## src/rtl/mld_scheduler.sv

```systemverilog
// MLD scheduler: round-robin arbitration of two vector requesters onto one
// demodulator, trigger pacing, and readout credit / source tagging.
module mld_scheduler #(
    parameter int ISSUE_GAP  = 66,
    parameter int MAX_CREDIT = 31
) (
    input  logic         i_clk,
    input  logic         i_reset,
    input  logic         i_req_a,
    input  logic [159:0] i_y_hat_a,
    input  logic [319:0] i_r_a,
    output logic         o_gnt_a,
    input  logic         i_req_b,
    input  logic [159:0] i_y_hat_b,
    input  logic [319:0] i_r_b,
    output logic         o_gnt_b,
    output logic         o_dm_trig,
    output logic [159:0] o_dm_y_hat,
    output logic [319:0] o_dm_r,
    input  logic         i_dm_rd_vld,
    output logic         o_dm_rd_rdy,
    input  logic         i_sink_rdy,
    output logic         o_sink_vld,
    output logic         o_sink_src,
    output logic [2:0]   o_sink_idx,
    output logic         o_busy,
    output logic         o_err
);
    localparam int GW = $clog2(ISSUE_GAP);
    localparam logic [5:0] MAX_C = 6'(MAX_CREDIT);

    typedef enum logic [1:0] {IDLE, ISSUE, WAIT} state_t;

    state_t        state;
    logic [GW-1:0] gap_cnt;
    logic [5:0]    credit;
    logic [2:0]    sink_idx;
    logic [31:0]   tag_mem;
    logic [4:0]    wr_ptr;
    logic [4:0]    rd_ptr;
    logic          last_b;

    logic hs;
    logic pop;
    logic inc;
    logic can_grant;
    logic pick_b;

    assign o_dm_rd_rdy = i_sink_rdy;
    assign o_sink_vld  = i_dm_rd_vld;
    assign o_sink_src  = tag_mem[rd_ptr];
    assign o_sink_idx  = sink_idx;
    assign o_busy      = (state != IDLE) || (credit != '0);

    assign hs  = i_dm_rd_vld && i_sink_rdy;
    assign pop = hs && (sink_idx == 3'd7) && (credit != '0);
    assign inc = (state == ISSUE);

    assign can_grant = (state == IDLE) && (credit < MAX_C)
                     && (i_req_a || i_req_b);
    // On a tie the requester that was not granted last wins
    assign pick_b = i_req_b && (!i_req_a || !last_b);

    always_ff @(posedge i_clk or posedge i_reset) begin
        if (i_reset) begin
            state      <= IDLE;
            gap_cnt    <= '0;
            credit     <= '0;
            sink_idx   <= '0;
            tag_mem    <= '0;
            wr_ptr     <= '0;
            rd_ptr     <= '0;
            last_b     <= 1'b1;
            o_gnt_a    <= 1'b0;
            o_gnt_b    <= 1'b0;
            o_dm_trig  <= 1'b0;
            o_err      <= 1'b0;
            o_dm_y_hat <= '0;
            o_dm_r     <= '0;
        end else begin
            o_gnt_a   <= 1'b0;
            o_gnt_b   <= 1'b0;
            o_dm_trig <= 1'b0;
            credit    <= credit + {5'd0, inc} - {5'd0, pop};
            if (hs) begin
                sink_idx <= sink_idx + 3'd1;
                if (credit == '0)
                    o_err <= 1'b1;
            end
            if (pop)
                rd_ptr <= rd_ptr + 5'd1;
            unique case (state)
                IDLE: begin
                    if (can_grant) begin
                        o_gnt_a         <= !pick_b;
                        o_gnt_b         <= pick_b;
                        last_b          <= pick_b;
                        o_dm_y_hat      <= pick_b ? i_y_hat_b : i_y_hat_a;
                        o_dm_r          <= pick_b ? i_r_b : i_r_a;
                        tag_mem[wr_ptr] <= pick_b;
                        wr_ptr          <= wr_ptr + 5'd1;
                        state           <= ISSUE;
                    end
                end
                ISSUE: begin
                    o_dm_trig <= 1'b1;
                    gap_cnt   <= GW'(ISSUE_GAP - 2);
                    state     <= WAIT;
                end
                WAIT: begin
                    // Leave on the edge the count hits zero to keep exact spacing
                    if (gap_cnt <= GW'(1)) begin
                        gap_cnt <= '0;
                        state   <= IDLE;
                    end else begin
                        gap_cnt <= gap_cnt - GW'(1);
                    end
                end
                default: state <= IDLE;
            endcase
        end
    end
endmodule

```

## config.mk

```make
export PLATFORM = sky130hd
export DESIGN_NAME = mld_scheduler
export DESIGN_NICKNAME = d
export VERILOG_FILES = /design/src/rtl/mld_scheduler.sv
export SDC_FILE = /design/constraint.sdc
export NUM_CORES = 1
export LEC_CHECK = 0
export CORE_AREA = 3 3 571 573
export DETAILED_ROUTE_END_ITERATION = 10
export DIE_AREA = 0 0 574 576
export HOLD_SLACK_MARGIN = 0.1
export PLACE_DENSITY = 0.32
export SLEW_MARGIN = 20
export SYNTH_ARGS = -nofsm -noshare
export SYNTH_HDL_FRONTEND = slang
export SYNTH_SLANG_ARGS = --single-unit
```

## constraint.sdc

```tcl
create_clock -name i_clk -period 27.5 [get_ports i_clk]
set_clock_uncertainty 0.15 [all_clocks]
set_input_delay 8.25 -clock i_clk [delete_from_list [all_inputs] [get_ports i_clk]]
set_output_delay 8.25 -clock i_clk [all_outputs]
set_load 0.005 [all_outputs]
```

# Word level (Yosys, flattened, before mapping)
# Cells that the tools add are included.
# Widths: inputs -> output; s select.
dict set report op_classes {
  n_addsub 6
  n_lt_le_gt_ge 5
  n_eq_ne 5
  muxes 17
  n_reduce_logical 21
}
# cell count
set op_table {}
lappend op_table {{$mux 320} 1}
lappend op_table {{$mux 160} 1}
lappend op_table {{$bwmux 32} 1}
lappend op_table {{$pmux 7 s2} 1}
lappend op_table {{$lt 5x6->1 const B} 2}
lappend op_table {{$add 5x1->5 const B} 2}
lappend op_table {{$le 7x1->1 const B} 1}
lappend op_table {{$logic_and 1x1->1} 7}
lappend op_table {{$mux 1} 7}
lappend op_table {{$mux 7} 1}
lappend op_table {{$sub 7x1->7 const B} 1}
lappend op_table {{$add 6x1->6} 1}
lappend op_table {{$logic_not 6->1} 1}
lappend op_table {{$lt 6x5->1 const B} 1}
lappend op_table {{$pmux 2 s3} 1}
lappend op_table {{$reduce_and 2->1} 3}
lappend op_table {{$reduce_bool 6->1} 1}
lappend op_table {{$sub 6x1->6} 1}
lappend op_table {{$bmux 1 s5} 1}
lappend op_table {{$demux 1 s5} 1}
lappend op_table {{$ge 5x1->1 const B} 1}
lappend op_table {{$mux 2} 2}
lappend op_table {{$ne 2x2->1 const B} 2}
lappend op_table {{$reduce_bool 2->1} 2}
lappend op_table {{7 further kinds} 11}
dict set report totals {
  register_bits 545
  input_bits 966
}

# Logic depth before layout (Yosys ltp)
# Gate-level depths: netlist (run 1).
dict set report logic_depth {
  ltp_word 6
  depth_mapped 14
  ltp_nobuf 13
}

# Worst setup path before layout (run 1)
# Ideal clock, no wire load.
dict set report synth_timing {
  path_kind {input to output}
  from {input port i_sink_rdy}
  to {output port o_dm_rd_rdy}
  t_arrival_ps 8361
  required_time_ps 19100
  path_slack_ps 10739
  cell_stages 1
  path_buffers 1
  cell_sequence {buf_4}
}
# element line_no
set synth_rtl {}
lappend synth_rtl {{start, declared} 22} ;# input logic i_sink_rdy,
lappend synth_rtl {{end, declared} 21} ;# output logic o_dm_rd_rdy,
# No word-level cell between the ends.

# Final worst setup path (run 1)
dict set report layout_timing {
  from {input port i_dm_rd_vld}
  to {output port o_sink_vld}
}
# element line_no
set layout_rtl {}
lappend layout_rtl {{start, declared} 20} ;# input logic i_dm_rd_vld,
lappend layout_rtl {{end, declared} 23} ;# output logic o_sink_vld,
# No word-level cell between the ends.

==> summary.txt, run 1 <==
Post-CTS Setup Inserts: 0
cts hold-fix bufs: 0
Most common cell on crit path: clkdlybuf4s50_1
Worst Setup Start Kind: input port
Switch Pwr: 1910 uW
htree depth: 3
total congestion overflow: 0
fin crit period: 17940 ps
worst path bufs/invs: 2
clk_lat worst skew: 760 ps
status: finished, final reports clean
Critical Setup Path Class: input port to output port
setup TNS: 0 ps
post-synth top area share: 53.7%
Max stage delay cell, worst path: clkdlybuf4s50_1
commonest cells in the synthesized netlist: dfrtp_1, nand2_1, mux2i_1, o21ai_0, o21ai_1
Slew headroom: 30.7%
syn nets: 3370
Lkg Pwr: 0.0191 uW
fmax: 0.0557 GHz
Multi-input gate area: 10700 um2
Critical Path, Cell by Cell: clkdlybuf4s50_1, clkdlybuf4s50_1
Placed Area: 44700 um2
CTS Sinks: 545
share of layout cells above drive strength 1: 5.81%
final setup vio count: 0
routed vias/inst: 2.88
PostCTS Resize Cnt: 0
pin count of the biggest net entering global routing: 172
cell area after layout: 47600 um2
pwr/cell area: 100 nW/um2
sw frac: 40.0%
Post-synth ARST share: 100%
number of I/O port buffers: 1456
actual slew at the worst max-slew pin: 1040 ps
io pins: 1457
initial antenna violation count: 34
global placer's final weighted congestion: 0.890
Detailed Place HPWL: 163000 um
synthesis-stage register bit count: 545
remaining antenna violation count: 0
EDFF count, synth: 0
combinational power share: 45.9%
clock-pin slew on the worst setup and hold paths: 50 ps
Starting Density: 7.90%
cts bufs inserted: 85
sequential fraction of the synthesis area: 53.8%
yosys warns: 0
clock share of power: 23.6%
First-pass DRT Iterations: 4
Final Max Tran Viols: 0
Nets: 4766
CTS tree: yes
core area: 321000 um2
area of the die: 331000 um2
chip width: 574 um
wirelength, routed: 193000 um
area growth from synthesis to layout: 87.5%
Max FO, Critical Path: 3
Hold Path Class: flop to flop
WP data required: 19100 ps
Sequential cell area: 13600 um2
average size of a mapped cell: 10.7 um2
sequential power share: 30.5%
vias post-DR: 23510
ys flop type: dfrtp_1
vias in the first global route: 24964
Int Power: 2870 uW
delay-heaviest family, CP: buffers and inverters
Cell variety after synth: 53
Routed wire per std cell: 23.7 um
Synth area leaders: dfrtp_1, mux2i_1, o21ai_0
critical path capture point type: output port
mapped cell area: 25400 um2
Gate Count Post-Synth: 2381
all-layer global routing usage: 11.2%
worst path arrival time: 9540 ps
RSZ-0062 raised after global routing: no
Site Rows: 208
Starting DRT DRC Count: 1026
cell with the most instances after synthesis: dfrtp_1
Final Hold Violating Endpoints: 0
Yosys top cell by area: dfrtp_1
height of the die: 576 um
root buffer cell: clkbuf_16
CTS Buffer Depth: 4
worst vdd ir: 0.0454 mV
first-pass GRT wire length: 250000 um
Critical Path Max Stage Delay: 700 ps
number of fill cells: 36226
Final Cycle Share: 65.2%
DR DRC count: 0
max_cap viols: 0
==> power groups by stage <==
stage               logic (uW)  clock network, uW  registers, uW
floorplan                  752                  0           1400
global placement          2290                  0           1470
detailed placement        2280                  0           1470
CTS                       2290               1200           1470
global route              2430               1220           1520
finish                    2190               1130           1460
==> per-layer routing <==
metal	part of all wire [%]	up-vias	global-route usage [%]
li1	-	11062	-
met3	11	185	5.33
met5	0.018	-	0
met1	40	11158	13.1
met2	47	1099	18.5
met4	2.6	6	2.83
==> area by class of cell <==
cell class                 count  share of cell area (%)
tap                         4305                    11.3
multi-input combinational   1633                    22.6
antenna                       10                  0.0526
timing repair buffer        1490                    31.3
inverter                      22                   0.189
clock buffer                 118                    5.09
clock inverter                29                   0.834
sequential                   545                    28.7
==> flip-flops by register name, indices dropped and copies added, names as in the netlist <==
| name | cells |
|---|---|
| state | 2 |
| gap_cnt | 7 |
| tag_mem | 32 |
| wr_ptr | 5 |
| rd_ptr | 5 |
| o_dm_trig | 1 |
| o_dm_r | 320 |
| credit | 6 |
| o_gnt_a | 1 |
| o_err | 1 |
| o_dm_y_hat | 160 |
| o_gnt_b | 1 |
| o_sink_idx | 3 |
| last_b | 1 |
==> cell families after synthesis <==
| family | count (synthesis) | synth area share, % |
|---|---|---|
| xor+xnor | 12 | 0.414 |
| compound gates | 512 | 10.4 |
| mux | 527 | 21.4 |
| fa+ha+maj | 23 | 1.16 |
| simple gates | 559 | 8.84 |
| buf+inv | 203 | 4.02 |
| flops | 545 | 53.8 |
==> per-stage QoR <==
step | hold WS, ps | worst slack (ps) | cells | util, % | total power, uW
after floorplan | 318 | 3870 | 2381 | - | 2160
after global placement | 312 | 9460 | 7995 | 13.9 | 3760
after detailed placement | 319 | 9460 | 7995 | 13.9 | 3750
after CTS | 331 | 9460 | 8142 | 14.8 | 4960
after global routing | 343 | 9480 | 8143 | 14.8 | 5160
final | 327 | 9560 | 8152 | 14.8 | 4780
==> final timing paths <==
kind	startpoint	to	slack, ps	cells past startpoint
worst max register to register	credit[5]$_DFF_PP0_	o_dm_r[74]$_DFFE_PP0P_	21790	11
worst min-delay path	o_dm_r[143]$_DFFE_PP0P_	o_dm_r[143]$_DFFE_PP0P_	330	2
min in group asynchronous	i_reset	o_dm_y_hat[140]$_DFFE_PP0P_	7920	2
worst max-delay path	i_dm_rd_vld	o_sink_vld	9560	2
max in group asynchronous	i_reset	tag_mem[20]$_DFFE_PP0P_	16290	5
worst min register to register	o_dm_r[143]$_DFFE_PP0P_	o_dm_r[143]$_DFFE_PP0P_	330	2
==> placed cells by master, fill, tap and decap left out, types with 5 or more instances in the layout <==
cell / count
clkdlybuf4s50_1: 1455
dfrtp_1: 544
nand2_1: 489
mux2i_1: 480
o21ai_0: 378
o21ai_1: 109
clkbuf_16: 85
mux2_2: 37
nand3_1: 35
buf_4: 31
ha_1: 22
inv_1: 21
clkbuf_8: 17
clkbuf_1: 16
diode_2: 10
clkinv_2: 10
xnor2_1: 9
mux4_2: 8
bufinv_16: 8
nand4_1: 6
a21oi_1: 5
nor2_1: 5
nor3b_1: 5
Power figures use the tool's default switching activity.
==> run 2: changes to the inputs <==
- clock period: 27.5 -> 17.3 ns (I/O delays scaled with it)
==> summary.txt, run 2 (synthesized netlist as in run 1, its figures left out) <==
vias in the first global route: 24838
final setup vio count: 0
chip width: 574 um
Starting DRT DRC Count: 1054
Nets: 4759
Starting Density: 7.90%
remaining antenna violation count: 0
clock share of power: 23.9%
PostCTS Resize Cnt: 0
Hold Path Class: flop to flop
Critical path origin: i_dm_rd_vld
io pins: 1457
Final Hold Violating Endpoints: 0
worst path arrival time: 6480 ps
Most common cell on crit path: clkdlybuf4s50_1
sw frac: 39.7%
cts hold-fix bufs: 0
htree depth: 3
Detailed Place HPWL: 161000 um
FF-to-FF path depth: 8
clock-pin slew on the worst setup and hold paths: 60 ps
cts bufs inserted: 88
Final Cycle Share: 68.3%
delay-heaviest family, CP: buffers and inverters
DR DRC count: 0
r2r setup slk: 13620 ps
all-layer global routing usage: 11.1%
Final Max Tran Viols: 0
most frequent cells in the layout: clkdlybuf4s50_1, dfrtp_1, nand2_1
root buffer cell: clkbuf_16
setup TNS: 0 ps
R2R Path Start: credit[5]$_DFF_PP0_
wirelength, routed: 192000 um
global placer's final weighted congestion: 0.903
RSZ-0062 raised after global routing: no
status: finished, final reports clean
core area: 321000 um2
largest registers: o_dm_r: 320 flops, o_dm_y_hat: 160 flops, tag_mem: 32 flops
worst vdd ir: 0.112 mV
Max stage delay cell, worst path: clkdlybuf4s50_1
CTS Sinks: 545
critical path capture point type: output port
Lkg Pwr: 0.0191 uW
CTS tree: yes
final hold slack: 329 ps
routed vias/inst: 2.90
Critical Path Max Stage Delay: 650 ps
pin count of the biggest net entering global routing: 213
Switch Pwr: 3020 uW
fin crit period: 11820 ps
pwr/cell area: 160 nW/um2
actual slew at the worst max-slew pin: 1090 ps
Max FO, Critical Path: 3
Routed wire per std cell: 23.5 um
Slew headroom: 27.3%
max_cap viols: 0
Critical Setup Path Class: input port to output port
utilization after layout: 14.8%
area of the die: 331000 um2
WP data required: 11960 ps
share of layout cells above drive strength 1: 5.58%
max reg flops: 320
number of I/O port buffers: 1456
CTS Buffer Depth: 4
first-pass GRT wire length: 248000 um
initial antenna violation count: 35
clk_lat worst skew: 770 ps
Worst path depth: 2
r2r endpoint: o_dm_y_hat[158]$_DFFE_PP0P_
most common cell after layout, fill and taps aside: clkdlybuf4s50_1
Worst Setup Start Kind: input port
vias post-DR: 23574
area growth from synthesis to layout: 87.8%
crit path to: o_sink_vld
combinational power share: 46.1%
height of the die: 576 um
fmax: 0.0846 GHz
Site Rows: 208
Int Power: 4580 uW
First-pass DRT Iterations: 5
worst path bufs/invs: 2
sequential power share: 30.0%
Largest Register: o_dm_r
total congestion overflow: 0
Post-CTS Setup Inserts: 0
Critical Path, Cell by Cell: clkdlybuf4s50_1, clkdlybuf4s50_1
## run 2: changes by cell type in the layout (fill, tap and decap cells not counted)
cell	previous run	this run
inv_8	1	0
clkinv_2	10	11
buf_12	4	11
diode_2	10	5
clkinv_8	2	3
buf_4	31	14
bufinv_16	8	7
mux2i_1	480	482
clkbuf_1	16	19
clkbuf_16	85	88
mux2i_2	2	0
## run 2: routing by layer
metal | track usage [%] | routed length (um) | part of all wire (%)
met5 | 0 | 131 | 0.068
met4 | 2.76 | 4850 | 2.5
met3 | 5.71 | 22300 | 12
met1 | 12.8 | 75700 | 39
met2 | 18.2 | 88600 | 46
## run 2: worst min path at each step
| stage | cells after the start | to | slack, ps | startpoint |
|---|---|---|---|---|
| after global routing | 2 | o_dm_y_hat[122]$_DFFE_PP0P_ | 350 | o_dm_y_hat[122]$_DFFE_PP0P_ |
| after floorplan | 1 | o_err$_DFFE_PP0P_ | 320 | o_err$_DFFE_PP0P_ |
| after global placement | 2 | o_dm_r[155]$_DFFE_PP0P_ | 310 | o_dm_r[155]$_DFFE_PP0P_ |
| final | 2 | o_dm_y_hat[53]$_DFFE_PP0P_ | 330 | o_dm_y_hat[53]$_DFFE_PP0P_ |
| after CTS | 2 | o_dm_r[198]$_DFFE_PP0P_ | 330 | o_dm_r[198]$_DFFE_PP0P_ |
| after detailed placement | 2 | o_dm_y_hat[53]$_DFFE_PP0P_ | 320 | o_dm_y_hat[53]$_DFFE_PP0P_ |
## run 2: layout make-up
type	instances	area, um2
Inverter	22	86.3
Tap cell	4305	5390
Clock inverter	29	380
Multi-Input combinational cell	1633	10700
Clock buffer	124	2510
Sequential cell	545	13600
Fill cell	36253	274000
Antenna cell	5	12.5
Timing Repair Buffer	1480	14900
## run 2: per-stage QoR
stage / std cells / cell area (um2) / setup slack [ps] / total power, uW
2_1_floorplan: 2381 / 25400 / 4550 / 3430
3_5_place_dp: 7985 / 44700 / 5350 / 5980
5_1_grt: 8141 / 47600 / 5380 / 8220
3_3_place_gp: 7985 / 44700 / 5340 / 5990
4_1_cts: 8138 / 47600 / 5350 / 7910
6_report: 8143 / 47600 / 5480 / 7600
## run 2: power groups by stage
stage | clock network (uW) | logic, uW | registers, uW
global placement | 0 | 3700 | 2290
CTS | 1920 | 3690 | 2300
detailed placement | 0 | 3680 | 2300
global route | 1960 | 3890 | 2370
floorplan | 0 | 1200 | 2230
finish | 1820 | 3500 | 2280
==> run 3: changes to the inputs <==
- CORE_AREA: 3 3 571 573 -> 3 3 568 570
- DIE_AREA: 0 0 574 576 -> 0 0 571 573
- PLACE_DENSITY: 0.32 -> 0.33
- clock period: 17.3 -> 9.5 ns (I/O delays scaled with it)
==> summary.txt, run 3 (synthesized netlist as in run 1, its figures left out) <==
largest registers: o_dm_r: 320 flops, o_dm_y_hat: 160 flops, tag_mem: 32 flops
utilization after layout: 14.9%
worst vdd ir: 0.136 mV
CTS Sinks: 545
Lkg Pwr: 0.0191 uW
PostCTS Resize Cnt: 0
Nets: 4768
Hold Crit Endpoint: o_dm_r[146]$_DFFE_PP0P_
Site Rows: 207
remaining antenna violation count: 0
first-pass GRT wire length: 260000 um
area of the die: 327000 um2
worst path arrival time: 3930 ps
First-pass DRT Iterations: 5
r2r endpoint: credit[5]$_DFF_PP0_
setup TNS: 0 ps
most common cell after layout, fill and taps aside: clkdlybuf4s50_1
Critical Setup Path Class: input port to output port
Post-CTS Setup Inserts: 0
Switch Pwr: 5810 uW
global placer's final weighted congestion: 0.862
actual slew at the worst max-slew pin: 991 ps
Worst Setup Start Kind: input port
Max stage delay cell, worst path: clkdlybuf4s50_1
Critical Path Max Stage Delay: 540 ps
Starting Density: 7.98%
worst path bufs/invs: 2
Hold Path Class: flop to flop
sw frac: 41.4%
share of layout cells above drive strength 1: 5.68%
clock-pin slew on the worst setup and hold paths: 50 ps
CTS tree: yes
sequential power share: 30.4%
pwr/cell area: 296 nW/um2
combinational power share: 47.2%
fmax: 0.144 GHz
max reg flops: 320
wirelength, routed: 203000 um
number of I/O port buffers: 1456
r2r setup slk: 6370 ps
Most common cell on crit path: clkdlybuf4s50_1
FF-to-FF path depth: 11
area growth from synthesis to layout: 86.8%
Max FO, Critical Path: 3
Final Cycle Share: 73.0%
height of the die: 573 um
R2R Path Start: credit[2]$_DFF_PP0_
htree depth: 3
critical path capture point type: output port
root buffer cell: clkbuf_16
total congestion overflow: 0
clock share of power: 22.4%
Final Max Tran Viols: 0
routed vias/inst: 2.96
initial antenna violation count: 31
DR DRC count: 0
fin crit period: 6930 ps
RSZ-0062 raised after global routing: no
hold_sp: o_dm_r[146]$_DFFE_PP0P_
io pins: 1457
Largest Register: o_dm_r
pin count of the biggest net entering global routing: 170
Routed wire per std cell: 25.3 um
vias post-DR: 23757
vias in the first global route: 25201
Slew headroom: 33.9%
most frequent cells in the layout: clkdlybuf4s50_1, dfrtp_1, nand2_1
CTS Buffer Depth: 4
cts hold-fix bufs: 0
cts bufs inserted: 85
core area: 318000 um2
WP data required: 6500 ps
clk_lat worst skew: 770 ps
Final Hold Violating Endpoints: 0
final setup vio count: 0
delay-heaviest family, CP: buffers and inverters
all-layer global routing usage: 12.0%
Int Power: 8220 uW
Critical Path, Cell by Cell: clkdlybuf4s50_1, clkdlybuf4s50_1
Detailed Place HPWL: 172000 um
status: finished, final reports clean
max_cap viols: 0
Starting DRT DRC Count: 1295
Worst Hold Path Cells: 2
chip width: 571 um
run 3: changes by cell type in the layout (fill, tap and decap cells not counted):
cell        delta
buf_4         +10
bufinv_16      -3
clkbuf_16      -3
buf_12         +2
clkbuf_1       +2
clkinv_2       +2
clkinv_4       -2
clkinv_8       -1
clkinvlp_4     -1
diode_2        -1
run 3: area by class of cell:
type / instances / area (um2)
inverter: 22 / 86.3
clock inverter: 24 / 259
timing repair buffer: 1492 / 15000
fill: 35693 / 270000
multi-input combinational: 1633 / 10700
clock buffer: 123 / 2440
sequential: 545 / 13600
tap: 4180 / 5230
antenna: 4 / 10.0
run 3: worst min-delay path: cells and delay by family, from the launching register on:
kind / cells / cell delay (ps)
flops: 1 / 330
compound gates: 1 / 60
simple gates: 1 / 50
run 3: power groups by stage:
stage          registers [uW]  logic (uW)  clock network, uW
2_1_floorplan            4060        2180                  0
3_3_place_gp             4290        6920                  0
3_5_place_dp             4300        6880                  0
4_1_cts                  4300        6920               3310
5_1_grt                  4430        7270               3390
6_report                 4270        6620               3140
run 3: how the worst max path moves through the flow:
stage	from	depth (start not counted)	to
2_1_floorplan	i_reset	1	credit[0]$_DFF_PP0_
3_3_place_gp	i_sink_rdy	2	o_dm_rd_rdy
3_5_place_dp	i_dm_rd_vld	2	o_sink_vld
4_1_cts	i_dm_rd_vld	2	o_sink_vld
5_1_grt	i_dm_rd_vld	2	o_sink_vld
6_report	i_dm_rd_vld	2	o_sink_vld
run 3: layer usage:
metal  global-route usage, %  wire (um)  share of wire, %  vias to the layer above
met5                       0        110             0.054                        -
met2                    19.2      91700                45                     1046
met3                    5.03      20500                10                      191
met1                    14.5      84500                42                    11452
met4                    3.31       5990               3.0                       18
li1                        -          -                 -                    11050
run 3: metrics by stage:
step	cell area, um2	hold slack, ps	std cells	worst slack, ps	total power [uW]
after floorplan	25400	318	2381	-913	6240
after global placement	44700	313	7872	2550	11200
after detailed placement	44700	320	7872	2560	11200
after CTS	47400	332	8019	2560	14500
after global routing	47400	347	8021	2530	15100
final	47400	323	8023	2570	14000
==> edit 1 (settings of run 2) <==
`ISSUE_GAP`: 66 -> 33.
--- a/src/rtl/mld_scheduler.sv
+++ b/src/rtl/mld_scheduler.sv
@@ -1,7 +1,7 @@
 // MLD scheduler: round-robin arbitration of two vector requesters onto one
 // demodulator, trigger pacing, and readout credit / source tagging.
 module mld_scheduler #(
-    parameter int ISSUE_GAP  = 66,
+    parameter int ISSUE_GAP  = 33,
     parameter int MAX_CREDIT = 31
 ) (
     input  logic         i_clk,
Function: not settled (the Yosys comparison gave no result); the edit may change what the design does.
==> edit 1 against run 2 <==
Critical path depth is the same; cell count grew 0.22%; die area is the same; count of clock-buffer cells in the layout shrank 9; critical path type unchanged; largest power group unchanged; wire length grew 22%; area after synthesis shrank 4.7%; synthesized cell count grew 2.1%; worst setup slack gained 0.26 ns; critical endpoint unchanged; power grew 6.6%; sequential share of layout area grew 0.72 points; final area shrank 2.6%; sequential cell count shrank 1.
==> edit 1: results (changes against run 2) <==
{| class="wikitable"
! Metric !! Value
|-
| Wire per inst || 28.7 um (+22%)
|-
| Commonest cells in the synthesized netlist || dfrtp_1 (543), nand2_1 (491), a22oi_1 (480)
|-
| Worst max-slew margin expressed relative to the limit || 31.3% (+4.1 points)
|-
| M3 GR Usage || 6.69% (+0.98 points)
|-
| Number of library cell types mapped by synthesis || 53 (unchanged)
|-
| Global-route wire length before repair || 297000 um (+19%)
|-
| Fraction of final layout cells with drive strength greater than 1 || 5.02% (-0.56 points)
|-
| Initial antenna violation count || 87 (+150%)
|-
| Met1 routed wirelength after detailed routing || 96000 um (+27%)
|-
| Family with the most delay on the worst path || buffers and inverters
|-
| Number of global-route vias before repair || 27000 (+8.8%)
|-
| Maximum cell stage delay along the critical path || 0.52 ns (-0.13 ns)
|-
| Worst min-delay path category || flip-flop to flip-flop
|-
| Sequential share of the synthesized area || 56.3% (+2.6 points)
|-
| Post-detailed-placement half-perimeter wirelength || 193000 um (+20%)
|-
| Num CTS Buffers || 87 (-1.1%)
|-
| Number of iterations in the first detailed-routing pass || 6 (+1)
|-
| Filler cells || 36500 (+0.56%)
|-
| Weighted congestion at the end of routability-driven global placement || 0.914 (+1.1%)
|-
| IR Drop Worst-Case VDD || 0.000107 V (-3.8%)
|-
| All-layer global routing usage || 13.6% (+2.4 points)
|-
| Post-CTS setup buffers || 0 (unchanged)
|-
| Number of cells upsized or downsized after cts || 0 (unchanged)
|-
| GR Util met1 || 16.4% (+3.6 points)
|-
| Share of flip-flops with an asynchronous set or reset || 100% (unchanged)
|-
| Routed met3 length || 26500 um (+19%)
|-
| Clock-pin slew on the worst setup and hold paths || around 0.050 ns
|-
| Synth Net Count || 3421 (+1.5%)
|-
| Maximum number of pins on one net before global-route repair || 162 (-24%)
|-
| First-iteration detailed-routing DRC count || 1703 (+62%)
|-
| Minimum setup slack after placement || 5.74 ns (+0.394 ns)
|-
| Synth area leaders || dfrtp_1 (56%), a22oi_1 (15%), o21ai_0 (7.8%)
|-
| Met2 wire length || 106000 um (+20%)
|-
| Main synth FF type || dfrtp_1
|-
| Leak pwr || 17.7 nW (-7.4%)
|-
| Overall via count from detail_route || 26100 (+11%)
|-
| NumNets Final || 4770 (+0.23%)
|-
| Slowest cell on the critical path || clkdlybuf4s50_1
|-
| Registers with the most flip-flops || o_dm_r: 320 flops, o_dm_y_hat: 160 flops, tag_mem: 32 flops
|-
| Hold-fix buffers, CTS || 0 (unchanged)
|-
| Outcome || completed
|-
| Global routing met2 resource utilization || 21.7% (+3.4 points)
|}
[edit 1: path summary, 6_finish.rpt]
path / from / endpoint / slack (ns) / cells past startpoint
worst max-delay path: i_dm_rd_vld / o_sink_vld / 5.74 / 2
worst min-delay path: o_dm_y_hat[115] / o_dm_y_hat[115] / 0.33 / 2
worst max register to register: last_b / o_dm_y_hat[62] / 12.75 / 8
worst min register to register: o_dm_y_hat[115] / o_dm_y_hat[115] / 0.33 / 2
max in group asynchronous: i_reset / o_dm_r[74] / 10.09 / 5
min in group asynchronous: i_reset / o_dm_r[101] / 4.81 / 3
[edit 1: kinds of logic after synthesis]
group                    synth area share (%)
multiplexers                             2.10
XOR/XNOR                                0.399
AND/OR/NAND/NOR                          9.16
flip-flops                               56.3
AO/OA/AOI/OAI                            26.4
buffers and inverters                    4.46
adder cells (fa/ha/maj)                  1.22
[edit 1: power by group]
part	internal, mW	switching [mW]	total, mW
Sequential	1.89	0.435	2.32
Clock	1.09	0.748	1.84
Combinational	1.58	2.36	3.94
Total	4.56	3.54	8.10
[edit 1: metrics by stage]
step                      area [um^2]  cells
after floorplan                 24200   2432
after global placement          43500   7997
after detailed placement        43500   7997
after CTS                       46300   8148
after global routing            46400   8150
final                           46400   8161
[edit 1: final cells by class]
type / instances / area [um^2] / share of cell area (%)
diodes: 13 / 32.5 / 0.0701
inverters: 20 / 78.8 / 0.170
multi-input cells: 1639 / 9520 / 20.5
clock buffers: 115 / 2420 / 5.22
clock inverters: 36 / 443 / 0.955
repair buffers: 1489 / 14900 / 32.1
well taps: 4305 / 5390 / 11.6
flip-flops and latches: 544 / 13600 / 29.4
==> edit 2 (config.mk and constraints of run 2) <==
Made on the original files. Make the reset (`i_reset`) synchronous in one clocked block.
--- a/src/rtl/mld_scheduler.sv
+++ b/src/rtl/mld_scheduler.sv
@@ -61,7 +61,7 @@
     // On a tie the requester that was not granted last wins
     assign pick_b = i_req_b && (!i_req_a || !last_b);
 
-    always_ff @(posedge i_clk or posedge i_reset) begin
+    always_ff @(posedge i_clk) begin
         if (i_reset) begin
             state      <= IDLE;
             gap_cnt    <= '0;
Check against the original RTL: not equivalent (Yosys sat finds a counterexample within 4 cycles, from zero or initial values and one cycle with i_reset high; the reset may be asserted at any time).
==> edit 2 against run 2 <==
Die area did not move; worst setup slack better by 0.040 ns; largest cell class unchanged; area after synthesis fell by 4.8%; power up 2.3%; wire length grew 34%; final area fell by 3.2%; sequential cell count unchanged; via count grew 24%.
==> edit 2: results (changes against run 2) <==
{| class="wikitable"
! Metric !! Value
|-
| Outcome || completed
|-
| Weighted congestion at the end of routability-driven global placement || 0.889 (-1.6%)
|-
| Main synth FF type || dfxtp_1
|-
| IR Drop Worst-Case VDD || 0.000121 V (+8.2%)
|-
| Upper clock frequency limit || 84.9 MHz (+0.34%)
|-
| Reg2reg end || o_dm_r[51]
|-
| Worst Path Arrival || 6.44 ns (-0.04 ns)
|-
| Synth Area in Adders || 1.22% (+0.059 points)
|-
| Routed via count divided by cell count || 3.36 (+16%)
|-
| First-iteration detailed-routing DRC count || 1679 (+59%)
|-
| Internal power summed over all cells || 4.40 mW (-3.9%)
|-
| Global routing met2 resource utilization || 23.9% (+5.7 points)
|-
| GR Util met1 || 16.9% (+4.1 points)
|-
| Wire per inst || 29.5 um (+25%)
|-
| Minimum setup slack after placement || 5.52 ns (+0.173 ns)
|-
| Average cell area after synthesis || 7.92 um^2 (-26%)
|-
| Number of iterations in the first detailed-routing pass || 6 (+1)
|-
| Leak pwr || 15.8 nW (-17%)
|-
| Hold EP || tag_mem[18]
|-
| Sequential share of the synthesized area || 45.2% (-8.6 points)
|-
| Synth area leaders || dfxtp_1 (45%), nand2_1 (15%), a311oi_1 (15%)
|-
| Post-detailed-placement half-perimeter wirelength || 219000 um (+35%)
|-
| Tightest Pin Transition || 1.12 ns (+0.0277 ns)
|-
| Maximum number of pins on one net before global-route repair || 203 (-4.7%)
|-
| Minimum setup slack among reg-to-reg paths || 13.14 ns (-0.48 ns)
|-
| Commonest cells in the synthesized netlist || nand2_1 (979), dfxtp_1 (545), nor2_1 (504)
|-
| Placed instance area || 43100 um^2 (-3.6%)
|-
| NumNets Final || 5319 (+12%)
|-
| Fraction of final layout cells with drive strength greater than 1 || 5.75% (+0.17 points)
|-
| Portion of netlist area occupied by mux cells || 0.844% (-21 points)
|-
| Initial antenna violation count || 150 (+330%)
|-
| Synth Net Count || 4037 (+20%)
|-
| Fraction of synthesized cell area in xor and xnor cells || 0.544% (+0.13 points)
|-
| Number of cells in the design after placement || 8546 (+7.0%)
|-
| Filler cells || 36800 (+1.5%)
|-
| M3 GR Usage || 8.72% (+3.0 points)
|-
| Number of library cell types mapped by synthesis || 50 (-5.7%)
|-
| Critical hold path startpoint || tag_mem[18]
|-
| Global-route wire length before repair || 323000 um (+30%)
|-
| Number of global-route vias before repair || 29100 (+17%)
|-
| Total Power || 7.77 mW (+2.3%)
|-
| Max FO, Critical Path || 6 (+3)
|-
| Worst Hold Slack || 0.323 ns (-0.00605 ns)
|-
| Fraction of the mapped netlist area in compound gates || 21.4% (+11 points)
|}
[edit 2: changes by cell type in the layout (fill, tap and decap cells not counted), moves of 414 or more]
cell	delta
dfxtp_1	+545
dfrtp_1	-544
nand2_1	+489
nor2_1	+499
mux2i_1	-474
a311oi_1	+414
[edit 2: area by class of cell]
type / count / area [um^2] / area share (%)
Clock buffer: 125 / 2580 / 5.60
Antenna cell: 30 / 75.1 / 0.163
Sequential cell: 545 / 10900 / 23.7
Clock inverter: 31 / 324 / 0.703
Multi-Input combinational cell: 2194 / 11900 / 25.8
Tap cell: 4305 / 5390 / 11.7
Inverter: 19 / 71.3 / 0.155
Timing Repair Buffer: 1483 / 14900 / 32.2
[edit 2: power groups by stage]
stage          combinational, mW  sequential, mW  clock (mW)
2_1_floorplan               1.33            2.09           0
6_report                    3.76            2.16        1.85
4_1_cts                     3.90            2.17        1.94
3_5_place_dp                3.88            2.18           0
5_1_grt                     4.09            2.22        1.97
3_3_place_gp                3.89            2.17           0
